<file path="src/rtl/lr_pkg.sv">
// Shared definitions for the linear-regression accelerator residual path.
// Latency: n/a (types, constants and helpers only).
// Backpressure: n/a.
//
// Contents: default widths, the residual-unit state enum, saturation bounds
// for the default residual width and an address-width helper.
package lr_pkg;

    // Default configuration of the accelerator datapath.
    localparam int N_DEF    = 150;  // samples per run
    localparam int DW_DEF   = 20;   // signed operand / residual width
    localparam int FRAC_DEF = 10;   // fractional bits, Q(DW-FRAC).FRAC
    localparam int SW_DEF   = 32;   // SAE accumulator width

    // Residual unit sequencer: one sample walks FETCH -> WAIT -> CALC -> OUT.
    typedef enum logic [2:0] {
        S_IDLE  = 3'd0,
        S_FETCH = 3'd1,
        S_WAIT  = 3'd2,
        S_CALC  = 3'd3,
        S_OUT   = 3'd4,
        S_DONE  = 3'd5
    } err_state_t;

    // Residual saturation bounds for the default width.
    localparam logic signed [DW_DEF-1:0] ERR_MAX = {1'b0, {(DW_DEF-1){1'b1}}};
    localparam logic signed [DW_DEF-1:0] ERR_MIN = {1'b1, {(DW_DEF-1){1'b0}}};

    // Address width for n samples; never below one bit so N=1 still has a port.
    function automatic int addr_width(input int n);
        return (n > 1) ? $clog2(n) : 1;
    endfunction

endpackage

</file>
<file path="src/rtl/lr_residual.sv">
// Saturated residual e = y - (b0 + ((b1*x) >>> FRAC)) for one sample.
// Latency: purely combinational, zero cycles.
// Backpressure: none, no state.
//
// Ports:
//   b0, b1 : signed fixed-point coefficients (intercept, slope)
//   x, y   : signed fixed-point sample
//   err    : residual saturated to the signed DW-bit range
module lr_residual
    import lr_pkg::*;
#(
    parameter int DW   = DW_DEF,
    parameter int FRAC = FRAC_DEF
) (
    input  logic signed [DW-1:0] b0,
    input  logic signed [DW-1:0] b1,
    input  logic signed [DW-1:0] x,
    input  logic signed [DW-1:0] y,
    output logic signed [DW-1:0] err
);

    // Two guard bits cover the sum and difference of DW-bit quantities.
    localparam logic signed [DW+1:0] SAT_MAX = {3'b000, {(DW-1){1'b1}}};
    localparam logic signed [DW+1:0] SAT_MIN = {3'b111, {(DW-1){1'b0}}};

    logic signed [2*DW-1:0] prod;
    logic signed [DW+1:0]   pred;
    logic signed [DW+1:0]   e;

    always_comb begin
        // Full-precision product; operands sign-extended before multiplying.
        prod = (2*DW)'(b1) * (2*DW)'(x);
        // Arithmetic shift floors toward -inf, so -1 LSB of product stays -1.
        pred = (DW+2)'(b0) + (DW+2)'(prod >>> FRAC);
        e    = (DW+2)'(y) - pred;

        err = e[DW-1:0];
        if (e > SAT_MAX) begin
            err = SAT_MAX[DW-1:0];
        end else if (e < SAT_MIN) begin
            err = SAT_MIN[DW-1:0];
        end
    end

endmodule

</file>
<file path="src/rtl/lr_error_unit.sv">
// Re-reads N stored samples, streams saturated residuals and sums |err| (SAE).
// Latency: start accepted at T0 -> sample k on err_valid at T0+4+4k; 4 cycles/sample.
// Backpressure: err_valid held with data/idx/sae stable until err_ready; each stall cycle adds one.
//
// Ports:
//   clk, rst            : clock (rising edge), asynchronous active-high reset
//   start, b0, b1       : run request and coefficients, taken only in IDLE
//   mem_addr            : sample address; x_in/y_in return one cycle later
//   x_in, y_in          : sample read data
//   err_valid/err_ready : residual handshake, err_data/err_idx payload
//   sae                 : saturating sum of |err_data| for the run, held after done
//   busy, done          : busy outside IDLE, done pulses once after the last transfer
module lr_error_unit
    import lr_pkg::*;
#(
    parameter int N    = N_DEF,
    parameter int DW   = DW_DEF,
    parameter int FRAC = FRAC_DEF,
    parameter int AW   = addr_width(N),
    parameter int SW   = SW_DEF
) (
    input  logic                 clk,
    input  logic                 rst,
    input  logic                 start,
    input  logic signed [DW-1:0] b0,
    input  logic signed [DW-1:0] b1,
    output logic [AW-1:0]        mem_addr,
    input  logic signed [DW-1:0] x_in,
    input  logic signed [DW-1:0] y_in,
    output logic                 err_valid,
    input  logic                 err_ready,
    output logic signed [DW-1:0] err_data,
    output logic [AW-1:0]        err_idx,
    output logic [SW-1:0]        sae,
    output logic                 busy,
    output logic                 done
);

    localparam logic [AW-1:0] LAST_IDX = AW'(N - 1);

    err_state_t state;
    err_state_t state_nxt;

    // Coefficients frozen for the whole run; sample registered from memory.
    logic signed [DW-1:0] b0_q;
    logic signed [DW-1:0] b1_q;
    logic signed [DW-1:0] x_q;
    logic signed [DW-1:0] y_q;
    logic [AW-1:0]        idx_q;

    logic signed [DW-1:0] res;
    logic signed [DW:0]   res_ext;
    logic [DW:0]          res_abs;
    logic [SW:0]          sae_sum;
    logic [SW-1:0]        sae_nxt;
    logic                 xfer;
    logic                 last;

    lr_residual #(
        .DW   (DW),
        .FRAC (FRAC)
    ) u_residual (
        .b0  (b0_q),
        .b1  (b1_q),
        .x   (x_q),
        .y   (y_q),
        .err (res)
    );

    // |res| needs one extra bit: the most negative residual maps to 2^(DW-1).
    // The extra accumulator bit is the carry that flags saturation.
    always_comb begin
        res_ext = {res[DW-1], res};
        res_abs = (res_ext < 0) ? DW'(0) - res_ext : res_ext;
        sae_sum = {1'b0, sae} + (SW+1)'(res_abs);
        sae_nxt = sae_sum[SW] ? {SW{1'b1}} : sae_sum[SW-1:0];
    end

    assign xfer = (state == S_OUT) && err_ready;
    assign last = (idx_q == LAST_IDX);

    // State register.
    always_ff @(posedge clk or posedge rst) begin
        if (rst) begin
            state <= S_IDLE;
        end else begin
            state <= state_nxt;
        end
    end

    // Next-state logic.
    always_comb begin
        state_nxt = state;
        case (state)
            S_IDLE:  if (start) state_nxt = S_FETCH;
            S_FETCH: state_nxt = S_WAIT;
            S_WAIT:  state_nxt = S_CALC;
            S_CALC:  state_nxt = S_OUT;
            S_OUT:   if (err_ready) state_nxt = last ? S_DONE : S_FETCH;
            S_DONE:  state_nxt = S_IDLE;
            default: state_nxt = S_IDLE;
        endcase
    end

    // Outputs decoded from state only, so err_valid never sees err_ready.
    always_comb begin
        mem_addr  = idx_q;
        err_valid = (state == S_OUT);
        busy      = (state != S_IDLE);
        done      = (state == S_DONE);
    end

    // Datapath registers.
    always_ff @(posedge clk or posedge rst) begin
        if (rst) begin
            b0_q     <= '0;
            b1_q     <= '0;
            x_q      <= '0;
            y_q      <= '0;
            idx_q    <= '0;
            err_data <= '0;
            err_idx  <= '0;
            sae      <= '0;
        end else begin
            case (state)
                S_IDLE: begin
                    if (start) begin
                        b0_q  <= b0;
                        b1_q  <= b1;
                        idx_q <= '0;
                        sae   <= '0;
                    end
                end
                S_WAIT: begin
                    x_q <= x_in;
                    y_q <= y_in;
                end
                S_CALC: begin
                    err_data <= res;
                    err_idx  <= idx_q;
                    sae      <= sae_nxt;
                end
                S_OUT: begin
                    // Index parks at the last sample; it never wraps.
                    if (xfer && !last) begin
                        idx_q <= idx_q + 1'b1;
                    end
                end
                default: begin
                end
            endcase
        end
    end

endmodule

</file>
<file path="config.mk">
export PLATFORM = sky130hd
export DESIGN_NAME = lr_error_unit
export DESIGN_NICKNAME = d
export VERILOG_FILES = /design/src/rtl/lr_pkg.sv /design/src/rtl/lr_residual.sv /design/src/rtl/lr_error_unit.sv
export SDC_FILE = /design/constraint.sdc
export NUM_CORES = 1
export LEC_CHECK = 0
export BUFFER_PORTS_ARGS = -buffer_cell sky130_fd_sc_hd__clkbuf_2
export CAP_MARGIN = 20
export CORE_MARGIN = 3
export CORE_UTILIZATION = 25
export CTS_CLUSTER_SIZE = 30
export DETAILED_ROUTE_END_ITERATION = 16
export SLEW_MARGIN = 20
export SYNTH_ARGS = -nofsm -noshare
export SYNTH_HDL_FRONTEND = slang
export SYNTH_SLANG_ARGS = --single-unit
</file>
<file path="constraint.sdc">
create_clock -name clk -period 15.8 [get_ports clk]
set_input_delay 3.16 -clock clk [delete_from_list [all_inputs] [get_ports clk]]
set_output_delay 3.16 -clock clk [all_outputs]
set_load 0.03 [all_outputs]
</file>
==> results of run 1 <==
-- area by class of cell --
class | instances | area share
antenna | 1 | 0.000101
clock buffer | 18 | 0.0174
inverter | 474 | 0.0722
multi-input combinational | 1768 | 0.651
sequential | 151 | 0.153
timing repair buffer | 184 | 0.0403
clock inverter | 14 | 0.00734
tap | 1155 | 0.0585
-- per-layer routing --
metal,global-route usage,vias to the layer above,part of all wire
li1,-,7886,-
met1,0.198,8462,0.46
met2,0.227,465,0.46
met3,0.0272,53,0.064
met4,0.0238,2,0.011
met5,0,-,0.00016
-- cell families (layout without fill, tap and decap cells) --
kind of cell	after synthesis	count (layout)	share of synthesized area
AND/OR/NAND/NOR	849	849	0.185
buffers and inverters	592	690	0.101
adder cells (fa/ha/maj)	502	502	0.406
AO/OA/AOI/OAI	305	305	0.0887
flip-flops	151	151	0.171
XOR/XNOR	88	88	0.0359
multiplexers	24	24	0.0121
other	0	1	0
-- critical path, delay by kind of cell, from the launching register on --
family	cells	cell delay (ns)
XOR/XNOR	1	0.16
AO/OA/AOI/OAI	22	4.50
buffers and inverters	8	0.94
adder cells (fa/ha/maj)	12	5.29
AND/OR/NAND/NOR	14	2.77
flip-flops	1	0.96
-- placed cells by master, fill, tap and decap left out, drive strengths merged, types with 9 or more instances in the layout --
cell type	synthesis	final
a211oi	9	9
a21o	24	24
a21oi	79	79
a31oi	13	13
and2	214	214
and3	10	10
buf	10	30
clkbuf	108	172
dfrtp	151	151
fa	358	358
ha	144	144
inv	474	482
mux2	21	21
nand2	408	408
nand2b	15	15
nand3	28	28
nor2	84	84
nor2b	17	17
nor3	27	27
o21a	16	16
o21ai	98	98
o31ai	9	9
or3	11	11
xnor2	61	61
xor2	26	26
-- per-stage QoR --
step                      hold WS (ns)  instance area (sq um)  cells
after floorplan                  0.452                  22100   2511
after global placement           0.460                  24100   3730
after detailed placement         0.462                  24100   3730
after CTS                        0.480                  24700   3762
after global routing             0.503                  24700   3764
final                            0.475                  24700   3765
-- what timing repair did --
item                                    CTS  global route
setup buffers                             0             2
resized for setup                         0             8
endpoints found under the setup margin    0            31
hold buffers                              0             0
-- worst min-delay path by stage --
stage / end / depth (start not counted) / slack (ns)
after floorplan: b0_q[1] / 2 / 0.45
after global placement: err_idx[7] / 2 / 0.46
after detailed placement: err_idx[7] / 2 / 0.46
after CTS: sae[26] / 1 / 0.48
after global routing: sae[26] / 1 / 0.50
final: sae[26] / 1 / 0.48
-- state kept, by name (all words and copies together) (netlist names) --
signal	count
b1_q	20
err_data	20
state	3
x_q	20
sae	32
y_q	20
b0_q	20
mem_addr	8
err_idx	8
-- cell usage after synthesis (5+ instances only) --
master	number	area (sq um)
nor3_1	27	135
ha_1	144	1800
xnor2_1	60	526
and3_1	10	62.6
o21ai_1	8	40.0
nor2b_1	17	106
buf_2	6	30.0
nand2b_1	15	93.8
o21ai_0	90	450
mux2_2	21	236
o2bb2ai_1	5	43.8
nand3_1	28	140
o21a_1	16	120
and2_1	213	1330
clkbuf_1	108	405
o31ai_1	9	67.6
a21oi_1	78	390
dfrtp_1	151	3780
xor2_1	26	228
a21o_1	24	180
fa_1	358	7170
inv_1	474	1780
a211oi_1	6	45.0
nand2_1	408	1530
nor2_1	84	315
nand4_1	8	50.1
and4_1	6	52.6
or3_1	10	62.6
a31oi_1	12	75.1
==> reports/results.tsv, run 1 <==
metric	value	unit
Setup-failing EPs final	0	
Num CTS Buffers	17	
Detailed Route Iter0 Violations	1087	
vias in the first global route	17600	
Slew Limit Fails	0	
Ys Warns	0	
Reg clk slew, reported paths	0.07	ns
RSZ-0062 raised after global routing	no	
dpl hpwl	50.1	mm
Primary FF master, synth	dfrtp_1	
Final Critical Period	14.78	ns
Critical Path Max Stage Delay	0.96	ns
Reg2Reg Setup Slack	1.02	ns
pre-CTS setup slack	0.793	ns
Slowest cell on crit path	dfrtp_1	
Synth Register Bits	151	
Hold Path Class	reg -> reg	
Mapped Area	22100	sq um
RD Place Congestion	0.869	
maximum capacitance violations	0	
Via density	4.48	
H-tree Lvls	4	
critical path class	reg -> reg	
largest net degree at the start of global routing	71	
Root Driver	clkbuf_16	
Cells after Synth	2511	
fin util	0.283	
hold_sp	sae[26]	
row cnt	108	
Die Area	91900	sq um
CP endpoint	sae[30]	
Crit. End Element	flip-flop	
max_slew headroom	0.356	
Starting Density	0.253	
grt total ovfl	0	
global-route usage over all layers	0.141	
Final WS setup	1.02	ns
Setup Skew	0.0216	ns
Reg area	3790	sq um
Nets	3182	
Die Span X	303	um
initial antenna violation count	4	
multi-input logic area	16100	sq um
layout cells sized above 1	0.104	
WL final	62.0	mm
worst path required time	16.16	ns
register area share after synthesis	0.171	
Routed WL per cell	16.5	um
Layout area overhead	11.9	%
Post-synth ARST share	1.00	
chip height	303	um
Routed Antenna Nets	0	
CTS max path bufs	2	
Synthesized Nets	3097	
CTS tree	done	
IO buf count	154	
endpoints failing hold	0	
first-pass GRT wire length	101	mm
clk sink count	151	
Worst Max-Slew Pin Slew	0.965	ns
fin crit share	0.935	
EDFF count, synth	0	
Critical Path Fanout Max	21	
clock insertion delay at the later pin of the skew report	0.49	ns
synth unique cells	79	
core area	87200	sq um
FF-to-FF Start	x_q[7]	
setup_tns	0	ns
f_max	0.0677	GHz
IO Count	155	
CP most frequent cell	fa_1	
drt pass-1 iters	7	
worst r2r dst	sae[30]	
Critical Path Start	x_q[7]	
DR vias	16900	
DRC	0	
filler instances	9355	
CP arrival	15.14	ns
reg2reg path depth	57	
Post-Syn Area per Cell	8.79	sq um
Setup crit start kind	flip-flop	
status	finished clean	
Power of run 1 is not shown: default switching activity piles up to over one toggle a cycle in this logic, so the estimate is an artifact.
==> run 2: changes to the inputs <==
--- a/config.mk
+++ b/config.mk
@@ -5,6 +5,7 @@
 export SDC_FILE = /design/constraint.sdc
 export NUM_CORES = 1
 export LEC_CHECK = 0
+export ABC_AREA = 1
 export BUFFER_PORTS_ARGS = -buffer_cell sky130_fd_sc_hd__clkbuf_2
 export CAP_MARGIN = 20
 export CORE_MARGIN = 3
==> run 2 against run 1 <==
Sequential cell count did not move. Die area is 3.4% higher. Utilization down 0.15 points. Critical path type unchanged.
==> reports/results.tsv, run 2 <==
metric	value	unit	change
largest net degree at the start of global routing	73		+2.8%
Setup crit start kind	flip-flop		
count leader, synth	nand2_1		
CP most frequent cell	nand2_1		
Die Span X	308	um	+1.7%
most common cell after layout, fill and taps aside	nand2_1		
initial antenna violation count	3		-1
CTS max path bufs	2		unchanged
Hold Path Class	reg -> reg		
vias in the first global route	19000		+8.3%
Post-synth ARST share	1.00		unchanged
Slowest cell on crit path	dfrtp_1		
CTS tree	done		
Layout area overhead	11.4	%	
Biggest register	sae		
Hold Path Sink	err_idx[7]		
Ys Warns	0		unchanged
FF-to-FF Start	x_q[3]		
max_slew headroom	0.305		-0.0517
row cnt	110		+1.9%
Setup-failing EPs final	0		unchanged
hold_sp	err_idx[7]		
Synth top area share	0.314		-0.0110
DR vias	18400		+9.3%
f_max	0.0688	GHz	+1.7%
Critical Path Fanout Max	23		+9.5%
core area	90300	sq um	+3.6%
worst path required time	16.16	ns	about the same
Reg2Reg Setup Slack	1.27	ns	+0.25 ns
Slew Limit Fails	0		unchanged
Detailed Route Iter0 Violations	1217		+12%
global-route usage over all layers	0.144		+0.00385
Final WS setup	1.27	ns	+0.250 ns
grt total ovfl	0		unchanged
Routed WL per cell	15.6	um	-5.4%
Crit. End Element	flip-flop		
Post-synth top cells	809 x nand2_1, 788 x inv_1, 358 x fa_1, 151 x dfrtp_1, 144 x ha_1		
Reg clk slew, reported paths	0.07	ns	about the same
status	finished clean		
Starting Density	0.253		about the same
final hold slack	0.485	ns	+0.00963 ns
reg2reg path depth	68		+19%
max reg flops	32		unchanged
Worst Max-Slew Pin Slew	1.04	ns	+0.0776 ns
Post-Syn Area per Cell	7.68	sq um	-13%
pre-CTS setup slack	1.48	ns	+0.683 ns
clk sink count	151		unchanged
RSZ-0062 raised after global routing	no		
IO Count	155		unchanged
Setup Skew	0.0234	ns	+0.00175 ns
endpoints failing hold	0		unchanged
EDFF count, synth	0		unchanged
chip height	308	um	+1.7%
Synth Register Bits	151		unchanged
largest cells by area after synthesis	fa_1 31%, dfrtp_1 17%, nand2_1 13%		
RD Place Congestion	0.890		+2.4%
drt pass-1 iters	5		-2
layout cells sized above 1	0.0954		-0.00845
cell family with most CP delay	adder cells		
Cells after Synth	2974		+18%
dpl hpwl	54.0	mm	+7.7%
Hold Crit Depth	2		+1
fin crit share	0.920		-0.0158
worst r2r dst	sae[26]		
WP buf/inv	13		+5
maximum capacitance violations	0		unchanged
most frequent cells in the layout	809 x nand2_1, 786 x inv_1, 358 x fa_1, 154 x clkbuf_2, 150 x dfrtp_1		
critical path class	reg -> reg		
WL final	66.3	mm	+7.0%
Primary FF master, synth	dfrtp_1		
setup_tns	0	ns	unchanged
Final Critical Period	14.53	ns	-0.250 ns
Synthesized Nets	3560		+15%
DRC	0		unchanged
CP arrival	14.89	ns	-0.25 ns
fin util	0.282		-0.00146
Mapped Area	22800	sq um	+3.5%
H-tree Lvls	4		unchanged
IO buf count	154		unchanged
Setup Buffers After CTS	0		unchanged
post-synth top area cell	fa_1		
Via density	4.33		-3.4%
Routed Antenna Nets	0		unchanged
Nets	3654		+15%
clock insertion delay at the later pin of the skew report	0.50	ns	about the same
Root Driver	clkbuf_16		
Num CTS Buffers	17		unchanged
synth unique cells	53		-33%
first-pass GRT wire length	106	mm	+5.3%
Die Area	95100	sq um	+3.4%
Critical Path Max Stage Delay	0.84	ns	-0.12 ns
register area share after synthesis	0.165		-0.00578
==> run 2: layout make-up <==
| class | instances | area [sq um] |
|---|---|---|
| sequential | 151 | 3780 |
| multi-input combinational | 1907 | 15600 |
| inverter | 804 | 3030 |
| fill | 9862 | 64800 |
| timing repair buffer | 187 | 1020 |
| antenna | 2 | 5.00 |
| clock buffer | 18 | 429 |
| tap | 1176 | 1470 |
| clock inverter | 14 | 163 |
==> run 2: through the flow <==
step                std cells  cell area, sq um
floorplan                2974             22800
global placement         4225             24900
detailed placement       4225             24900
CTS                      4257             25500
global route             4257             25500
finish                   4259             25500
==> run 2: kinds of logic (layout without fill, tap and decap cells) <==
| group | count (synthesis) | in the layout | synth area share |
|---|---|---|---|
| and+or+nand+nor | 1050 | 1050 | 0.189 |
| buffers and inverters | 916 | 1023 | 0.154 |
| xor gates and xnor gates | 76 | 76 | 0.0291 |
| muxes | 18 | 18 | 0.00887 |
| adders and majority gates | 502 | 502 | 0.393 |
| other | 0 | 2 | 0 |
| AOI/OAI and AO/OA | 261 | 261 | 0.0614 |
| DFF | 151 | 151 | 0.165 |
==> run 2: worst max-delay path by stage <==
stage          startpoint  endpoint  slack (ns)  cells past startpoint
4_1_cts            x_q[2]   sae[26]        1.41                     67
6_report           x_q[3]   sae[26]        1.27                     68
3_3_place_gp       x_q[4]   sae[26]        1.72                     64
5_1_grt            x_q[4]   sae[10]        0.02                     70
2_1_floorplan      x_q[3]   sae[27]        3.52                     75
3_5_place_dp       x_q[2]   sae[26]        1.48                     67
==> run 2: routing by layer <==
| metal | track usage | vias to the layer above | share of wire |
|---|---|---|---|
| li1 | - | 8846 | - |
| met1 | 0.199 | 9001 | 0.47 |
| met2 | 0.230 | 494 | 0.45 |
| met3 | 0.0236 | 95 | 0.049 |
| met4 | 0.0489 | 2 | 0.028 |
| met5 | 0 | - | 0.00020 |
==> run 2: timing repair <==
action | 4_1_cts | 5_1_grt
endpoints found under the setup margin | 0 | 9
hold buffers | 0 | 0
resized for setup | 0 | 2
==> run 2: worst reg2reg max path, delay by kind of cell (launching register included) <==
family                     cells  cell delay (ns)
DFF                            1             0.84
buffers and inverters         13             1.31
xor gates and xnor gates       1             0.12
AOI/OAI and AO/OA             14             2.97
and+or+nand+nor               28             3.96
adders and majority gates     12             5.21
Power of run 2 is left out for the same reason.
